$ cat config.mk
export PLATFORM = sky130hd
export DESIGN_NAME = ping_pong_controller_flat
export DESIGN_NICKNAME = d
export VERILOG_FILES = /design/src/rtl/ping_pong_controller_if.sv /design/src/rtl/ping_pong_controller.sv /design/src/flat_wrapper.sv
export SDC_FILE = /design/constraint.sdc
export NUM_CORES = 1
export LEC_CHECK = 0
export CORE_ASPECT_RATIO = 1.4
export CORE_MARGIN = 10
export CORE_UTILIZATION = 52
export CTS_CLUSTER_DIAMETER = 30
export DETAILED_ROUTE_END_ITERATION = 8
export PLACE_DENSITY = 0.85
export SLEW_MARGIN = 30
export SYNTH_ARGS = -nofsm -noshare
export SYNTH_HDL_FRONTEND = slang
export SYNTH_SLANG_ARGS = --single-unit
$ cat constraint.sdc
create_clock -name clk -period 7.6 [get_ports clk]
set_input_delay 1.52 -clock clk [delete_from_list [all_inputs] [get_ports clk]]
set_output_delay 1.52 -clock clk [all_outputs]
set_load 0.01 [all_outputs]
$ cat src/rtl/ping_pong_controller_if.sv
// Handshake/status bundle between the ping-pong sequencing master and its environment.
// The PPC_STATS_EN macro adds the swap_count and drain_cycles statistics signals.
interface ping_pong_controller_if #(
  parameter int DATA_WIDTH      = 16,
  parameter int COUNT_WIDTH     = 6,
  parameter int CHAR_ADDR_WIDTH = 16
);
  logic                       start;
  logic                       abort;
  logic [CHAR_ADDR_WIDTH-1:0] str_len;
  logic                       engines_busy;
  logic                       fifo_cur_char_data_out_valid;
  logic [COUNT_WIDTH-1:0]     fifo_cur_char_data_count;
  logic [COUNT_WIDTH-1:0]     fifo_next_char_data_count;
  logic                       cur_is_even_character;
  logic [DATA_WIDTH-1:0]      seed_data;
  logic                       seed_valid;
  logic                       seed_ready;
  logic [CHAR_ADDR_WIDTH-1:0] cur_char_index;
  logic                       advance;
  logic                       busy;
  logic                       done;
  logic                       end_reached;
  logic                       no_thread;
  logic                       aborted;
`ifdef PPC_STATS_EN
  logic [CHAR_ADDR_WIDTH-1:0] swap_count;
  logic [31:0]                drain_cycles;
`endif

  modport master (
    input  start, abort, str_len, engines_busy, fifo_cur_char_data_out_valid,
           fifo_cur_char_data_count, fifo_next_char_data_count, seed_ready,
    output cur_is_even_character, seed_data, seed_valid, cur_char_index,
           advance, busy, done, end_reached, no_thread, aborted
`ifdef PPC_STATS_EN
    , output swap_count, drain_cycles
`endif
  );

  modport slave (
    output start, abort, str_len, engines_busy, fifo_cur_char_data_out_valid,
           fifo_cur_char_data_count, fifo_next_char_data_count, seed_ready,
    input  cur_is_even_character, seed_data, seed_valid, cur_char_index,
           advance, busy, done, end_reached, no_thread, aborted
`ifdef PPC_STATS_EN
    , input swap_count, drain_cycles
`endif
  );
endinterface

$ cat src/rtl/ping_pong_controller.sv
// Sequencing master for the cur/next character FIFO pair: seeds the first thread,
// swaps parity once the current character drains. Optional stats under PPC_STATS_EN.
module ping_pong_controller #(
  parameter int DATA_WIDTH      = 16,
  parameter int COUNT_WIDTH     = 6,
  parameter int CHAR_ADDR_WIDTH = 16,
  parameter int SETTLE_CYCLES   = 2
) (
  input  logic                  clk,
  input  logic                  rst,
  ping_pong_controller_if.master bus
);

  typedef enum logic [2:0] {S_IDLE, S_SEED, S_RUN, S_SWAP, S_DONE} state_t;

  localparam logic [CHAR_ADDR_WIDTH-1:0] IDX_ONE   = CHAR_ADDR_WIDTH'(1);
  localparam logic [3:0]                 SETTLE_LIM = 4'(SETTLE_CYCLES);

  state_t                     r_state;
  logic [3:0]                 r_settle;
  logic [CHAR_ADDR_WIDTH-1:0] r_len;
  logic [CHAR_ADDR_WIDTH-1:0] r_idx;
  logic                       r_parity;
  logic                       r_seed_valid;
  logic                       r_done;
  logic                       r_end;
  logic                       r_no_thread;
  logic                       r_aborted;

  logic w_drained;
  logic w_last;
  logic w_accept;
  logic w_advance;

  assign w_drained = !bus.fifo_cur_char_data_out_valid &&
                     (bus.fifo_cur_char_data_count == '0) && !bus.engines_busy;
  assign w_last    = ((r_idx + IDX_ONE) == r_len);
  assign w_accept  = bus.start && ((r_state == S_IDLE) || (r_state == S_DONE));
  // Abort in SWAP pre-empts the swap, so the pulse must be qualified by it too.
  assign w_advance = (r_state == S_SWAP) && !bus.abort && !w_last &&
                     (bus.fifo_next_char_data_count != '0);

  // String length is data; it is only meaningful after an accepted start.
  always_ff @(posedge clk) begin
    if (w_accept) r_len <= bus.str_len;
  end

  always_ff @(posedge clk or negedge rst) begin
    if (!rst) begin
      r_state      <= S_IDLE;
      r_settle     <= '0;
      r_idx        <= '0;
      r_parity     <= 1'b1;
      r_seed_valid <= 1'b0;
      r_done       <= 1'b0;
      r_end        <= 1'b0;
      r_no_thread  <= 1'b0;
      r_aborted    <= 1'b0;
    end else begin
      case (r_state)
        S_IDLE, S_DONE: begin
          if (bus.start) begin
            r_end       <= 1'b0;
            r_no_thread <= 1'b0;
            r_aborted   <= 1'b0;
            r_idx       <= '0;
            r_parity    <= 1'b1;
            r_settle    <= '0;
            if (bus.str_len == '0) begin
              r_state <= S_DONE;
              r_done  <= 1'b1;
              r_end   <= 1'b1;
            end else begin
              r_state      <= S_SEED;
              r_done       <= 1'b0;
              r_seed_valid <= 1'b1;
            end
          end
        end
        S_SEED, S_RUN, S_SWAP: begin
          if (bus.abort) begin
            r_state      <= S_DONE;
            r_done       <= 1'b1;
            r_aborted    <= 1'b1;
            r_seed_valid <= 1'b0;
            r_settle     <= '0;
          end else if (r_state == S_SEED) begin
            if (bus.seed_ready) begin
              r_seed_valid <= 1'b0;
              r_settle     <= '0;
              r_state      <= S_RUN;
            end
          end else if (r_state == S_RUN) begin
            if (!w_drained) begin
              r_settle <= '0;
            end else if ((r_settle + 4'd1) == SETTLE_LIM) begin
              r_settle <= '0;
              r_state  <= S_SWAP;
            end else begin
              r_settle <= r_settle + 4'd1;
            end
          end else if (w_last) begin
            r_state <= S_DONE;
            r_done  <= 1'b1;
            r_end   <= 1'b1;
          end else if (bus.fifo_next_char_data_count == '0) begin
            r_state     <= S_DONE;
            r_done      <= 1'b1;
            r_no_thread <= 1'b1;
          end else begin
            r_parity <= ~r_parity;
            r_idx    <= r_idx + IDX_ONE;
            r_settle <= '0;
            r_state  <= S_RUN;
          end
        end
        default: r_state <= S_IDLE;
      endcase
    end
  end

`ifdef PPC_STATS_EN
  logic [CHAR_ADDR_WIDTH-1:0] r_swap_count;
  logic [31:0]                r_drain_cycles;

  always_ff @(posedge clk or negedge rst) begin
    if (!rst) begin
      r_swap_count   <= '0;
      r_drain_cycles <= '0;
    end else if (w_accept) begin
      r_swap_count   <= '0;
      r_drain_cycles <= '0;
    end else begin
      if (w_advance) r_swap_count <= r_swap_count + IDX_ONE;
      if ((r_state == S_RUN) && !w_drained && (r_drain_cycles != '1))
        r_drain_cycles <= r_drain_cycles + 32'd1;
    end
  end

  assign bus.swap_count   = r_swap_count;
  assign bus.drain_cycles = r_drain_cycles;
`endif

  assign bus.cur_is_even_character = r_parity;
  assign bus.seed_data             = '0;
  assign bus.seed_valid            = r_seed_valid;
  assign bus.cur_char_index        = r_idx;
  assign bus.advance               = w_advance;
  assign bus.busy                  = (r_state == S_SEED) || (r_state == S_RUN) ||
                                     (r_state == S_SWAP);
  assign bus.done                  = r_done;
  assign bus.end_reached           = r_end;
  assign bus.no_thread             = r_no_thread;
  assign bus.aborted               = r_aborted;

endmodule
$ cat src/flat_wrapper.sv
// flat-port wrapper written by rule: the top's interface ports become plain ports
module ping_pong_controller_flat 
#(
  parameter int DATA_WIDTH      = 16,
  parameter int COUNT_WIDTH     = 6,
  parameter int CHAR_ADDR_WIDTH = 16,
  parameter int SETTLE_CYCLES   = 2
)
  (clk, rst, bus_start, bus_abort, bus_str_len, bus_engines_busy, bus_fifo_cur_char_data_out_valid, bus_fifo_cur_char_data_count, bus_fifo_next_char_data_count, bus_seed_ready, bus_cur_is_even_character, bus_seed_data, bus_seed_valid, bus_cur_char_index, bus_advance, bus_busy, bus_done, bus_end_reached, bus_no_thread, bus_aborted);
  ping_pong_controller_if #(.DATA_WIDTH(DATA_WIDTH), .COUNT_WIDTH(COUNT_WIDTH), .CHAR_ADDR_WIDTH(CHAR_ADDR_WIDTH)) bus_i ();
  input  logic clk;
  input  logic rst;
  input wire logic [$bits(bus_i.start)-1:0] bus_start;
  input wire logic [$bits(bus_i.abort)-1:0] bus_abort;
  input wire logic [$bits(bus_i.str_len)-1:0] bus_str_len;
  input wire logic [$bits(bus_i.engines_busy)-1:0] bus_engines_busy;
  input wire logic [$bits(bus_i.fifo_cur_char_data_out_valid)-1:0] bus_fifo_cur_char_data_out_valid;
  input wire logic [$bits(bus_i.fifo_cur_char_data_count)-1:0] bus_fifo_cur_char_data_count;
  input wire logic [$bits(bus_i.fifo_next_char_data_count)-1:0] bus_fifo_next_char_data_count;
  input wire logic [$bits(bus_i.seed_ready)-1:0] bus_seed_ready;
  output wire logic [$bits(bus_i.cur_is_even_character)-1:0] bus_cur_is_even_character;
  output wire logic [$bits(bus_i.seed_data)-1:0] bus_seed_data;
  output wire logic [$bits(bus_i.seed_valid)-1:0] bus_seed_valid;
  output wire logic [$bits(bus_i.cur_char_index)-1:0] bus_cur_char_index;
  output wire logic [$bits(bus_i.advance)-1:0] bus_advance;
  output wire logic [$bits(bus_i.busy)-1:0] bus_busy;
  output wire logic [$bits(bus_i.done)-1:0] bus_done;
  output wire logic [$bits(bus_i.end_reached)-1:0] bus_end_reached;
  output wire logic [$bits(bus_i.no_thread)-1:0] bus_no_thread;
  output wire logic [$bits(bus_i.aborted)-1:0] bus_aborted;
  assign bus_i.start = bus_start;
  assign bus_i.abort = bus_abort;
  assign bus_i.str_len = bus_str_len;
  assign bus_i.engines_busy = bus_engines_busy;
  assign bus_i.fifo_cur_char_data_out_valid = bus_fifo_cur_char_data_out_valid;
  assign bus_i.fifo_cur_char_data_count = bus_fifo_cur_char_data_count;
  assign bus_i.fifo_next_char_data_count = bus_fifo_next_char_data_count;
  assign bus_i.seed_ready = bus_seed_ready;
  assign bus_cur_is_even_character = bus_i.cur_is_even_character;
  assign bus_seed_data = bus_i.seed_data;
  assign bus_seed_valid = bus_i.seed_valid;
  assign bus_cur_char_index = bus_i.cur_char_index;
  assign bus_advance = bus_i.advance;
  assign bus_busy = bus_i.busy;
  assign bus_done = bus_i.done;
  assign bus_end_reached = bus_i.end_reached;
  assign bus_no_thread = bus_i.no_thread;
  assign bus_aborted = bus_i.aborted;
  ping_pong_controller #(.DATA_WIDTH(DATA_WIDTH), .COUNT_WIDTH(COUNT_WIDTH), .CHAR_ADDR_WIDTH(CHAR_ADDR_WIDTH), .SETTLE_CYCLES(SETTLE_CYCLES)) u_core (.clk(clk), .rst(rst), .bus(bus_i));
endmodule
---- Yosys cells after proc, flatten, opt, wreduce, memory -nomap -nowiden ----
Cells that the tools add are included.
storage, ports and cells
  word-level logic and storage cells ...... 130
  register bits after elaboration ......... 45
  input bits .............................. 35
operators by class
  multiplexer cells ....................... 62
  add/subtract/negate cells ............... 2
  equality and inequality tests ........... 26
  reduce and logical (&&, ||, !) cells .... 29
  bitwise logic cells ..................... 1
operators by type and width
  cell                                                                   count
  16-bit two-way mux                                                     6
  4-bit two-way mux                                                      9
  16-bit one-hot mux with 2 select lines                                 1
  3-bit two-way mux                                                      10
  1-bit two-way mux                                                      28
  16-bit by 1-bit adder with 16-bit output, second input constant        1
  16-bit equality test                                                   1
  16-bit zero test                                                       1
  2-bit != test, second input constant                                   8
  5-bit AND reduction                                                    3
  7-bit AND reduction                                                    2
  6-bit zero test                                                        2
  1-bit one-hot mux with 2 select lines                                  6
  5-bit by 3-bit != test with 1-bit output, second input constant        2
  3-bit != test, second input constant                                   3
  4-bit one-hot mux with 2 select lines                                  1
  3-bit by 2-bit equality test with 1-bit output, second input constant  2
  1-bit logical AND                                                      6
  3-bit one-hot mux with 2 select lines                                  1
  6-bit AND reduction                                                    1
  6-bit nonzero test                                                     1
  5-bit by 4-bit != test with 1-bit output, second input constant        1
  5-bit != test, second input constant                                   1
  4-bit by 1-bit adder with 4-bit output, second input constant          1
  other kinds (16)                                                       22

---- Logic depth before layout (Yosys ltp) ----
Gate-level depths: netlist (run 1).
  depth after elaboration ................. 8
  mapped depth ............................ 10
  mapped depth without buffers ............ 8

---- Least setup slack after synthesis (run 1) ----
Ideal clock, no wire load.
  path type ............................... input-to-output
  start point ............................. in bus_abort
  end point ............................... out bus_advance
  arrival time ............................ 3.030 ns
  cell stages on the path ................. 6
  buffers on the path ..................... 1
  required time ........................... 6.080 ns
  slack ................................... 3.050 ns
  cell sequence ........................... nor2_1 > nand2_1 > nor3_1 > nand2_1 > buf_4 > inv_1
between the ends
  word-level cells in the longest chain between the ends .. 4
ends and longest elaborated chain
  item                            line                        source
  from (decl)                     flat_wrapper.sv:14          input wire logic [$bits(bus_i.abort)-1:0] bus_abort;
  1-bit zero test                 ping_pong_controller.sv:40  assign w_advance = (r_state == S_SWAP) && !bus.abort && !w_last &&
  1-bit logical AND (3 in a row)  ping_pong_controller.sv:40
  to (decl)                       flat_wrapper.sv:25          output wire logic [$bits(bus_i.advance)-1:0] bus_advance;
Every way passes these cells.

---- Worst setup path in the final report (run 1) ----
  start point ............................. reg u_core.r_idx[0], in the netlist u_core.bus.cur_char_index[0]
  end point ............................... out bus_advance
between the ends
  word-level cells in the longest chain between the ends .. 5
ends and longest elaborated chain
  item                                      line                         source
  from (decl)                               ping_pong_controller.sv:22   logic [CHAR_ADDR_WIDTH-1:0] r_idx;
  from (signal assigned)                    ping_pong_controller.sv:112  r_idx <= r_idx + IDX_ONE;
  16-bit by 1-bit adder with 16-bit output  ping_pong_controller.sv:37   assign w_last = ((r_idx + IDX_ONE) == r_len);
  16-bit equality test                      ping_pong_controller.sv:37
  1-bit zero test                           ping_pong_controller.sv:40
  1-bit logical AND (2 in a row)            ping_pong_controller.sv:40
Every way passes these cells.

==> results of run 1 <==
==> stage by stage <==
| step | power, uW | utilization, % | instance area (sq um) | std cells | hold slack, ns |
|---|---|---|---|---|---|
| after global placement | 514 | 64.9 | 3350 | 414 | 0.483 |
| after floorplan | 436 | - | 2830 | 313 | 0.526 |
| after global routing | 706 | 66.7 | 3440 | 422 | 0.548 |
| after CTS | 669 | 66.6 | 3440 | 422 | 0.524 |
| final | 669 | 66.7 | 3440 | 422 | 0.516 |
| after detailed placement | 519 | 64.9 | 3350 | 414 | 0.490 |
==> per-layer routing <==
layer	up-vias	GRT usage (%)
met5	-	0
met4	0	6.95
met3	11	4.89
met2	109	29.7
met1	1179	18.8
li1	1173	-
==> state kept, by name (all words and copies together), names as in the netlist <==
signal / cells
u_core.bus.cur_is_even_character: 1
u_core.r_len: 16
u_core.bus.seed_valid: 1
u_core.bus.aborted: 1
u_core.r_settle: 4
u_core.r_state: 3
u_core.bus.end_reached: 1
u_core.bus.done: 1
u_core.bus.no_thread: 1
u_core.bus.cur_char_index: 16
==> cell usage after synthesis (all sizes together), types with 3 or more instances <==
cell / count
a21oi: 12
a31oi: 4
and3: 3
and4: 3
buf: 20
clkbuf: 6
dfrtp: 28
edfxtp: 16
ha: 3
inv: 18
mux2i: 4
nand2: 29
nand3: 15
nand4: 9
nor2: 16
nor3: 12
nor4: 9
o211ai: 8
o21ai: 14
o221ai: 8
or3: 3
or4: 7
xnor2: 23
xor2: 5
==> worst paths after layout <==
kind	from	to	slack [ns]	cells past startpoint
setup / recovery	u_core.bus.cur_char_index[0]	bus_advance	1.95	9
hold / removal	u_core.bus.aborted	u_core.bus.aborted	0.52	1
setup reg to reg	u_core.bus.cur_char_index[0]	u_core.bus.cur_char_index[11]	4.02	8
hold reg to reg	u_core.bus.aborted	u_core.bus.aborted	0.52	1
max in group asynchronous	rst	u_core.bus.cur_is_even_character	5.67	2
min in group asynchronous	rst	u_core.bus.cur_char_index[14]	1.61	2
==> area by class of cell <==
| cell class | count | area (sq um) |
|---|---|---|
| repair buffers | 61 | 603 |
| fillers | 417 | 1720 |
| flip-flops and latches | 45 | 1210 |
| clock inverters | 2 | 15.0 |
| inverters | 18 | 67.6 |
| well taps | 66 | 82.6 |
| clock buffers | 6 | 72.6 |
| multi-input cells | 224 | 1400 |
==> where the power goes <==
part / internal [uW] / switching [uW]
Clock: 64.9 / 88.1
Sequential: 293 / 27.0
Combinational: 86.8 / 109
==> critical path: stages (launching register included) <==
cell and delay, ns:
dfrtp_1 0.49, ha_1 0.27, nand3_1 0.42, o21ai_0 0.43
a21oi_1 0.12, a311o_1 0.37, or4_4 0.63, nand2_1 0.50
inv_1 0.09, clkdlybuf4s50_1 0.50
==> logic make-up after synthesis <==
| kind of cell | Yosys count |
|---|---|
| DFF | 45 |
| buffers and inverters | 44 |
| xor gates and xnor gates | 28 |
| muxes | 5 |
| and+or+nand+nor | 113 |
| AOI/OAI and AO/OA | 59 |
| other | 1 |
| adders and majority gates | 3 |
==> run summary, run 1 <==
synthesized-area fraction occupied by adder cells -> 1.35%
commonest non-fill, non-tap cell in the layout -> clkdlybuf4s50_1
YS warnings -> 0
initial core utilization -> 53.8%
drt first pass iters -> 5
initial antenna violation count -> 0
share of cells above drive strength 1 -> 5.06%
CTS root buffer -> clkbuf_8
Final Max Slew Viols -> 0
die area -> 8700 sq um
post-synthesis xor/xnor area fraction -> 8.84%
PD cells -> 194 nW/um^2
chip width -> 81.7 um
largest family of logic cells by synthesized area -> simple AND/OR/NAND/NOR gates
Hold Fails Final Rpt -> 0
Via Count -> 2472
clock slew at reported path FFs -> 0.09 ns
Critical Path AT -> 4.13 ns
Cell Area, Synth -> 2770 sq um
Max Cap Viol -> 0
main flop type after synthesis -> dfrtp_1
peak supply drop -> 169 uV
Compound-Gate Fraction of Synth Area -> 14.3%
vias in the first global route -> 2426
cts hold-fix bufs -> 0
setup ws final -> 1.95 ns
Post-DP HPWL -> 5540 um
WS Path Type -> reg -> out
CTS resizes -> 0
Synth Instances -> 298
worst-margin pin slew -> 0.735 ns
Synth top area share -> 25.3%
average size of a mapped cell -> 9.31 sq um
crit-path max FO -> 14
DRT Wirelength -> 7230 um
postcts setup bufs -> 0
fraction of registers with async set/reset -> 64.4%
Post-synth EDFFs -> 16
IO Count -> 75
ANT cells -> 0
Final Setup Violations -> 0
Vias/cell -> 5.86
htree depth -> 2
static leakage -> 0.00124 uW
DR iter-0 viols -> 174
multiplexer share of the synthesized area -> 1.85%
most frequent cells in the layout -> 58 x clkdlybuf4s50_1, 29 x nand2_1, 28 x dfrtp_1
core box area -> 5160 sq um
first-pass GRT wire length -> 11900 um
Place WS -> 2.22 ns
final worst path period share -> 74.4%
Synth area leader -> dfrtp_1
ranking of synthesized cells by area -> dfrtp_1 25%, edfxtp_1 17%, xnor2_1 7.3%
GRT Util Overall -> 17.1%
Cell variety after synth -> 49
Final Skew -> 0.00747 ns
RSZ-0062 raised after global routing -> false
CTS Buffer Depth -> 2
uppermost layer routed -> met4
RePlAce Congestion -> 0.927
Clock Latency Late Sink -> 0.31 ns
die height -> 106 um
Rel. slew slack -> 51.0%
status -> complete, no violations
crit start category -> flop
M1 WL -> 2590 um
Port Buf Inserts -> 58
Setup crit end kind -> primary output
ANT nets after route -> 0
Simple-Gate Fraction of Synth Area -> 21.6%
drt drc -> 0
NumNets Final -> 393
met2 routed WL -> 3920 um
fin crit period -> 5.65 ns
largest net degree at the start of global routing -> 30
GRT overflow -> 0
data required time of the worst path -> 6.08 ns
TritonCTS Buffers -> 5
Rows -> 31
register area share after synthesis -> 43.5%
Clock Sink Count -> 45
synthesis-to-layout area growth -> 24.1%
TritonCTS clock tree -> yes
worst min-delay path category -> reg -> reg
register bit count reported by yosys -> 45
WL/cell -> 17.1 um
fmax -> 0.177 GHz
DR WL met3 -> 597 um
setup TNS -> 0 ns
Note: power is estimated with default switching activity, not from simulation.
==> run 2: changes to the inputs <==
--- a/config.mk
+++ b/config.mk
@@ -7,10 +7,10 @@
 export LEC_CHECK = 0
 export CORE_ASPECT_RATIO = 1.4
 export CORE_MARGIN = 10
-export CORE_UTILIZATION = 52
+export CORE_UTILIZATION = 49
 export CTS_CLUSTER_DIAMETER = 30
 export DETAILED_ROUTE_END_ITERATION = 8
-export PLACE_DENSITY = 0.85
+export PLACE_DENSITY = 0.81
 export SLEW_MARGIN = 30
 export SYNTH_ARGS = -nofsm -noshare
 export SYNTH_HDL_FRONTEND = slang
==> constraint.sdc (replaced) <==
create_clock -name clk -period 5.6 [get_ports clk]
set_input_delay 1.12 -clock clk [delete_from_list [all_inputs] [get_ports clk]]
set_output_delay 1.12 -clock clk [all_outputs]
set_load 0.01 [all_outputs]
==> run 2 against run 1 <==
Core utilization fell by 4.0 points. Sequential share of layout area hardly changed. Clock skew shrank 0.00074 ns. Global-route usage fell by 0.98 points. Sequential power increased by 36%. Count of clock-buffer cells in the layout is the same. Critical path depth stayed put. Highest routed layer unchanged. Sequential cell count unchanged. Largest power group unchanged. First-iteration DRC count rose by 7.5%. Clock power up 37%.
==> run summary, run 2 (synthesis results as in run 1) <==
status -> complete, no violations
crit-path max FO -> 14 (unchanged)
fin crit period -> 4.72 ns
CTS root buffer -> clkbuf_8
drt drc -> 0 (unchanged)
static leakage -> 0.00124 uW (about the same)
Clock Latency Late Sink -> 0.31 ns (about the same)
final worst path period share -> 84.4%
setup TNS -> 0 ns (unchanged)
initial antenna violation count -> 0 (unchanged)
peak supply drop -> 202 uV (+19%)
chip width -> 83.6 um (+2.3%)
IO Count -> 75 (unchanged)
worst-margin pin slew -> 0.770 ns (+0.0351 ns)
Worst R2R End -> u_core.bus.cur_is_even_character
NumNets Final -> 393 (unchanged)
Via Count -> 2501 (+1.2%)
Rows -> 32 (+3.2%)
Setup crit end kind -> primary output
TritonCTS Buffers -> 5 (unchanged)
CTS resizes -> 0 (unchanged)
largest net degree at the start of global routing -> 30 (unchanged)
fmax -> 0.212 GHz
GRT overflow -> 0 (unchanged)
GRT Util Overall -> 16.2% (-0.98 points)
Fillers -> 480 (+15%)
worst hold path depth -> 1 (unchanged)
clock slew at reported path FFs -> 0.09 ns (about the same)
drt first pass iters -> 4 (-1)
Post-DP HPWL -> 5750 um (+3.7%)
Worst Hold End -> u_core.bus.aborted
htree depth -> 2 (unchanged)
CTS Buffer Depth -> 2 (unchanged)
first-pass GRT wire length -> 12200 um (+2.3%)
FF-to-FF setup slack -> 2.13 ns (-1.89 ns)
Final Max Slew Viols -> 0 (unchanged)
worst path cell trace -> ha_1, nand3_1, o21ai_0, a21oi_1, a311o_1, or4_4, nand2_1, inv_1, clkdlybuf4s50_1
Vias/cell -> 5.90 (+0.70%)
RePlAce Congestion -> 0.941 (+1.6%)
core box area -> 5490 sq um (+6.3%)
Slowest cell on crit path -> or4_4
data required time of the worst path -> 4.48 ns (-1.60 ns)
vias in the first global route -> 2484 (+2.4%)
RSZ-0062 raised after global routing -> false
Rel. slew slack -> 48.6% (-2.3 points)
Hold Fails Final Rpt -> 0 (unchanged)
die area -> 9110 sq um (+4.8%)
crit start category -> flop
Final Setup Violations -> 0 (unchanged)
DRT Wirelength -> 7530 um (+4.2%)
die height -> 109 um (+2.4%)
synthesis-to-layout area growth -> 24.0% (about the same)
DR iter-0 viols -> 187 (+7.5%)
Critical Path AT -> 3.60 ns (-0.53 ns)
Power, Total -> 911 uW (+36%)
worst min-delay path category -> reg -> reg
WL/cell -> 17.8 um (+3.7%)
Port Buf Inserts -> 58 (unchanged)
worst r2r src -> u_core.bus.cur_char_index[0]
Final Skew -> 0.00673 ns (-0.000740 ns)
postcts setup bufs -> 0 (unchanged)
PD cells -> 265 nW/um^2 (+36%)
Max stage delay on crit path -> 0.63 ns (about the same)
hold_sp -> u_core.bus.aborted
commonest non-fill, non-tap cell in the layout -> clkdlybuf4s50_1
ANT cells -> 0 (unchanged)
initial core utilization -> 50.6% (-3.2 points)
ANT nets after route -> 0 (unchanged)
cts hold-fix bufs -> 0 (unchanged)
TritonCTS clock tree -> yes
Clock Sink Count -> 45 (unchanged)
WS Path Type -> reg -> out
r2r worst-path depth -> 9 (+1)
Max Cap Viol -> 0 (unchanged)
most frequent cells in the layout -> 57 x clkdlybuf4s50_1, 29 x nand2_1, 28 x dfrtp_1
share of cells above drive strength 1 -> 5.34% (+0.28 points)
run 2: worst max-delay path by stage:
stage                                       from           to  depth (start not counted)  slack [ns]
global route        u_core.bus.cur_char_index[0]  bus_advance                          9        0.68
floorplan                              bus_abort  bus_advance                          6        1.85
detailed placement  u_core.bus.cur_char_index[0]  bus_advance                          9        1.25
global placement    u_core.bus.cur_char_index[0]  bus_advance                          9        1.36
CTS                 u_core.bus.cur_char_index[0]  bus_advance                          9        0.90
finish              u_core.bus.cur_char_index[0]  bus_advance                          9        0.88
run 2: area by class of cell:
| class | instances | area, sq um | area share (%) |
|---|---|---|---|
| Multi-Input combinational cell | 224 | 1400 | 40.5 |
| Sequential cell | 45 | 1210 | 35.1 |
| Timing Repair Buffer | 61 | 598 | 17.4 |
| Tap cell | 68 | 85.1 | 2.47 |
| Clock buffer | 6 | 72.6 | 2.11 |
| Inverter | 18 | 67.6 | 1.96 |
| Clock inverter | 2 | 15.0 | 0.436 |
run 2: through the flow:
stage,utilization (%),setup WS (ns),area [sq um],instances,hold WS (ns)
2_1_floorplan,-,1.85,2830,313,0.526
3_3_place_gp,61.0,1.36,3350,416,0.485
3_5_place_dp,61.0,1.25,3350,416,0.488
4_1_cts,62.6,0.904,3430,424,0.518
5_1_grt,62.7,0.678,3440,424,0.545
6_report,62.7,0.875,3440,424,0.512
run 2: where the power goes:
part,switching (uW),internal (uW),total (uW)
Sequential,36.8,398,435
Combinational,149,117,266
Clock,122,88.2,210
Total,307,604,911
run 2: metal layers:
layer,routed length [um],part of all wire (%),GRT usage (%)
met5,0,0,0
met2,3820,51,28.8
met3,623,8.3,5.52
met1,2890,38,16.8
met4,197,2.6,7.43
run 2: worst max-delay path: cells and delay by family (launching register included):
family          cells  cell delay (ns)
compound gates      3             0.92
fa+ha+maj           1             0.26
buf+inv             2             0.51
flops               1             0.48
simple gates        3             1.14
==> run 3: changes to the inputs <==
==> constraint.sdc (replaced) <==
create_clock -name clk -period 4.65 [get_ports clk]
set_input_delay 0.93 -clock clk [delete_from_list [all_inputs] [get_ports clk]]
set_output_delay 0.93 -clock clk [all_outputs]
set_load 0.01 [all_outputs]
==> run 3 against run 2 <==
Critical path depth is the same. Sequential power grew 20%. Via count shrank 1.8%. Sequential cell count is the same. Worst setup slack lost 0.64 ns. Largest power group unchanged. Count of clock-buffer cells in the layout shrank 1. Highest routed layer unchanged. Routed wire length shrank 0.64%. Non-clock buffer count grew 3. Core utilization grew 0.50 points. Critical endpoint unchanged.
==> run summary, run 3 (synthesis results as in run 1) <==
delay-heaviest family, CP -> simple AND/OR/NAND/NOR gates
Max stage delay on crit path -> 0.63 ns (about the same)
Crit path buffers/inverters -> 2 (unchanged)
htree depth -> 2 (unchanged)
peak supply drop -> 363 uV (+80%)
static leakage -> 0.00126 uW (+1.7%)
drt first pass iters -> 5 (+1)
worst-margin pin slew -> 0.726 ns (-0.0437 ns)
WL/cell -> 17.5 um (-1.3%)
CTS resizes -> 0 (unchanged)
most frequent cells in the layout -> 58 x clkdlybuf4s50_1, 29 x nand2_1, 28 x dfrtp_1
Slowest cell on crit path -> or4_4
Clock Sink Count -> 45 (unchanged)
chip width -> 83.6 um (unchanged)
crit start category -> flop
setup TNS -> 0 ns (unchanged)
drt drc -> 0 (unchanged)
ANT nets after route -> 0 (unchanged)
postcts setup bufs -> 0 (unchanged)
WS Path Type -> reg -> out
Final Instance Area -> 3470 sq um (+0.80%)
Post-DP HPWL -> 5750 um (about the same)
Clock Latency Late Sink -> 0.30 ns (about the same)
Final Skew -> 0.00738 ns (+0.000653 ns)
initial core utilization -> 50.6% (unchanged)
worst min-delay path category -> reg -> reg
crit-path max FO -> 13 (-1)
Vias/cell -> 5.75 (-2.5%)
commonest non-fill, non-tap cell in the layout -> clkdlybuf4s50_1
Place WS -> 0.554 ns (-0.694 ns)
worst r2r src -> u_core.bus.cur_char_index[0]
CP startpoint -> u_core.bus.cur_char_index[0]
busiest grt layer -> met2
TritonCTS Buffers -> 5 (unchanged)
cts hold-fix bufs -> 0 (unchanged)
Via Count -> 2455 (-1.8%)
switch share -> 33.6% (-0.13 points)
DR iter-0 viols -> 176 (-5.9%)
hold_sp -> u_core.bus.seed_valid
first-pass GRT wire length -> 12300 um (+1.0%)
die area -> 9110 sq um (unchanged)
synthesis-to-layout area growth -> 25.0%
setup ws final -> 0.234 ns (-0.641 ns)
TritonCTS clock tree -> yes
Fillers -> 472 (-1.7%)
RSZ-0062 raised after global routing -> false
M1 GR Usage -> 16.8% (about the same)
IO Count -> 75 (unchanged)
met3 Usage GRT -> 5.52% (unchanged)
Seq pwr share -> 47.5% (-0.3 points)
Critical Path AT -> 3.49 ns (-0.11 ns)
status -> complete, no violations
die height -> 109 um (unchanged)
vias in the first global route -> 2531 (+1.9%)
final worst path period share -> 95.0%
Comb pwr share -> 28.8% (-0.4 points)
Max Cap Viol -> 0 (unchanged)
switching power total -> 370 uW (+20%)
data required time of the worst path -> 3.72 ns (-0.76 ns)
worst path cell trace -> ha_1, nand3_1, o21ai_0, a21oi_1, a311o_1, or4_4, nand2_1, inv_1, clkdlybuf4s50_1
PD cells -> 318 nW/um^2 (+20%)
NumNets Final -> 396 (+0.76%)
Setup crit end kind -> primary output
initial antenna violation count -> 0 (unchanged)
CTS root buffer -> clkbuf_8
Rel. slew slack -> 51.5% (+2.9 points)
core box area -> 5490 sq um (unchanged)
GRT overflow -> 0 (unchanged)
clock share of power -> 23.6% (+0.6 points)
largest net degree at the start of global routing -> 30 (unchanged)
DP Area -> 3370 sq um (+0.82%)
GRT met2 Usage -> 29.5% (+0.71 points)
fmax -> 0.226 GHz
GRT Util Overall -> 16.2% (about the same)
share of cells above drive strength 1 -> 5.85% (+0.51 points)
clock slew at reported path FFs -> 0.09 ns (about the same)
Rows -> 32 (unchanged)
fin crit period -> 4.42 ns
Port Buf Inserts -> 58 (unchanged)
CTS Buffer Depth -> 2 (unchanged)
ANT cells -> 0 (unchanged)
Final Setup Violations -> 0 (unchanged)
RePlAce Congestion -> 0.943 (+0.17%)
Hold Fails Final Rpt -> 0 (unchanged)
DRT Wirelength -> 7480 um (-0.64%)
internal power -> 731 uW (+21%)
Final Max Slew Viols -> 0 (unchanged)
## run 3: cell types whose count changed in the layout (fill, tap and decap cells not counted)
cell / delta
buf_2: -1
nor4_2: -1
clkbuf_1: -1
clkdlybuf4s50_1: +1
clkinvlp_4: -1
buf_4: +3
nor4_1: +1
inv_6: +2
## run 3: per-stage QoR
stage	std cells	hold slack, ns	util [%]	power (uW)
finish	427	0.510	63.2	1100
detailed placement	419	0.488	61.5	847
global route	427	0.542	63.2	1160
floorplan	313	0.526	-	712
global placement	419	0.479	61.5	844
CTS	427	0.514	63.2	1100
## run 3: worst paths after layout
kind / end / slack, ns / depth (start not counted)
setup / recovery: bus_advance / 0.23 / 9
hold / removal: u_core.bus.seed_valid / 0.51 / 1
setup reg to reg: u_core.bus.done / 1.41 / 8
hold reg to reg: u_core.bus.seed_valid / 0.51 / 1
max in group asynchronous: u_core.bus.cur_is_even_character / 3.30 / 2
min in group asynchronous: u_core.bus.cur_char_index[15] / 1.02 / 2
## run 3: cell type report
type | count | area (sq um) | area share [%]
Inverter | 18 | 67.6 | 1.95
Clock inverter | 3 | 25.0 | 0.721
Clock buffer | 5 | 68.8 | 1.98
Tap cell | 68 | 85.1 | 2.45
Sequential cell | 45 | 1210 | 34.8
Timing Repair Buffer | 64 | 626 | 18.0
Multi-Input combinational cell | 224 | 1390 | 40.0
## run 3: power groups by stage
stage | combinational [uW] | clock (uW) | sequential [uW]
after floorplan | 182 | 0 | 530
after global placement | 314 | 0 | 530
after detailed placement | 317 | 0 | 531
after CTS | 318 | 261 | 523
after global routing | 352 | 277 | 530
final | 318 | 260 | 524
## run 3: routing by layer
metal / wire, um / part of all wire, %
met1: 2890 / 39
met2: 3900 / 52
met3: 548 / 7.3
met4: 148 / 2.0
met5: 0 / 0
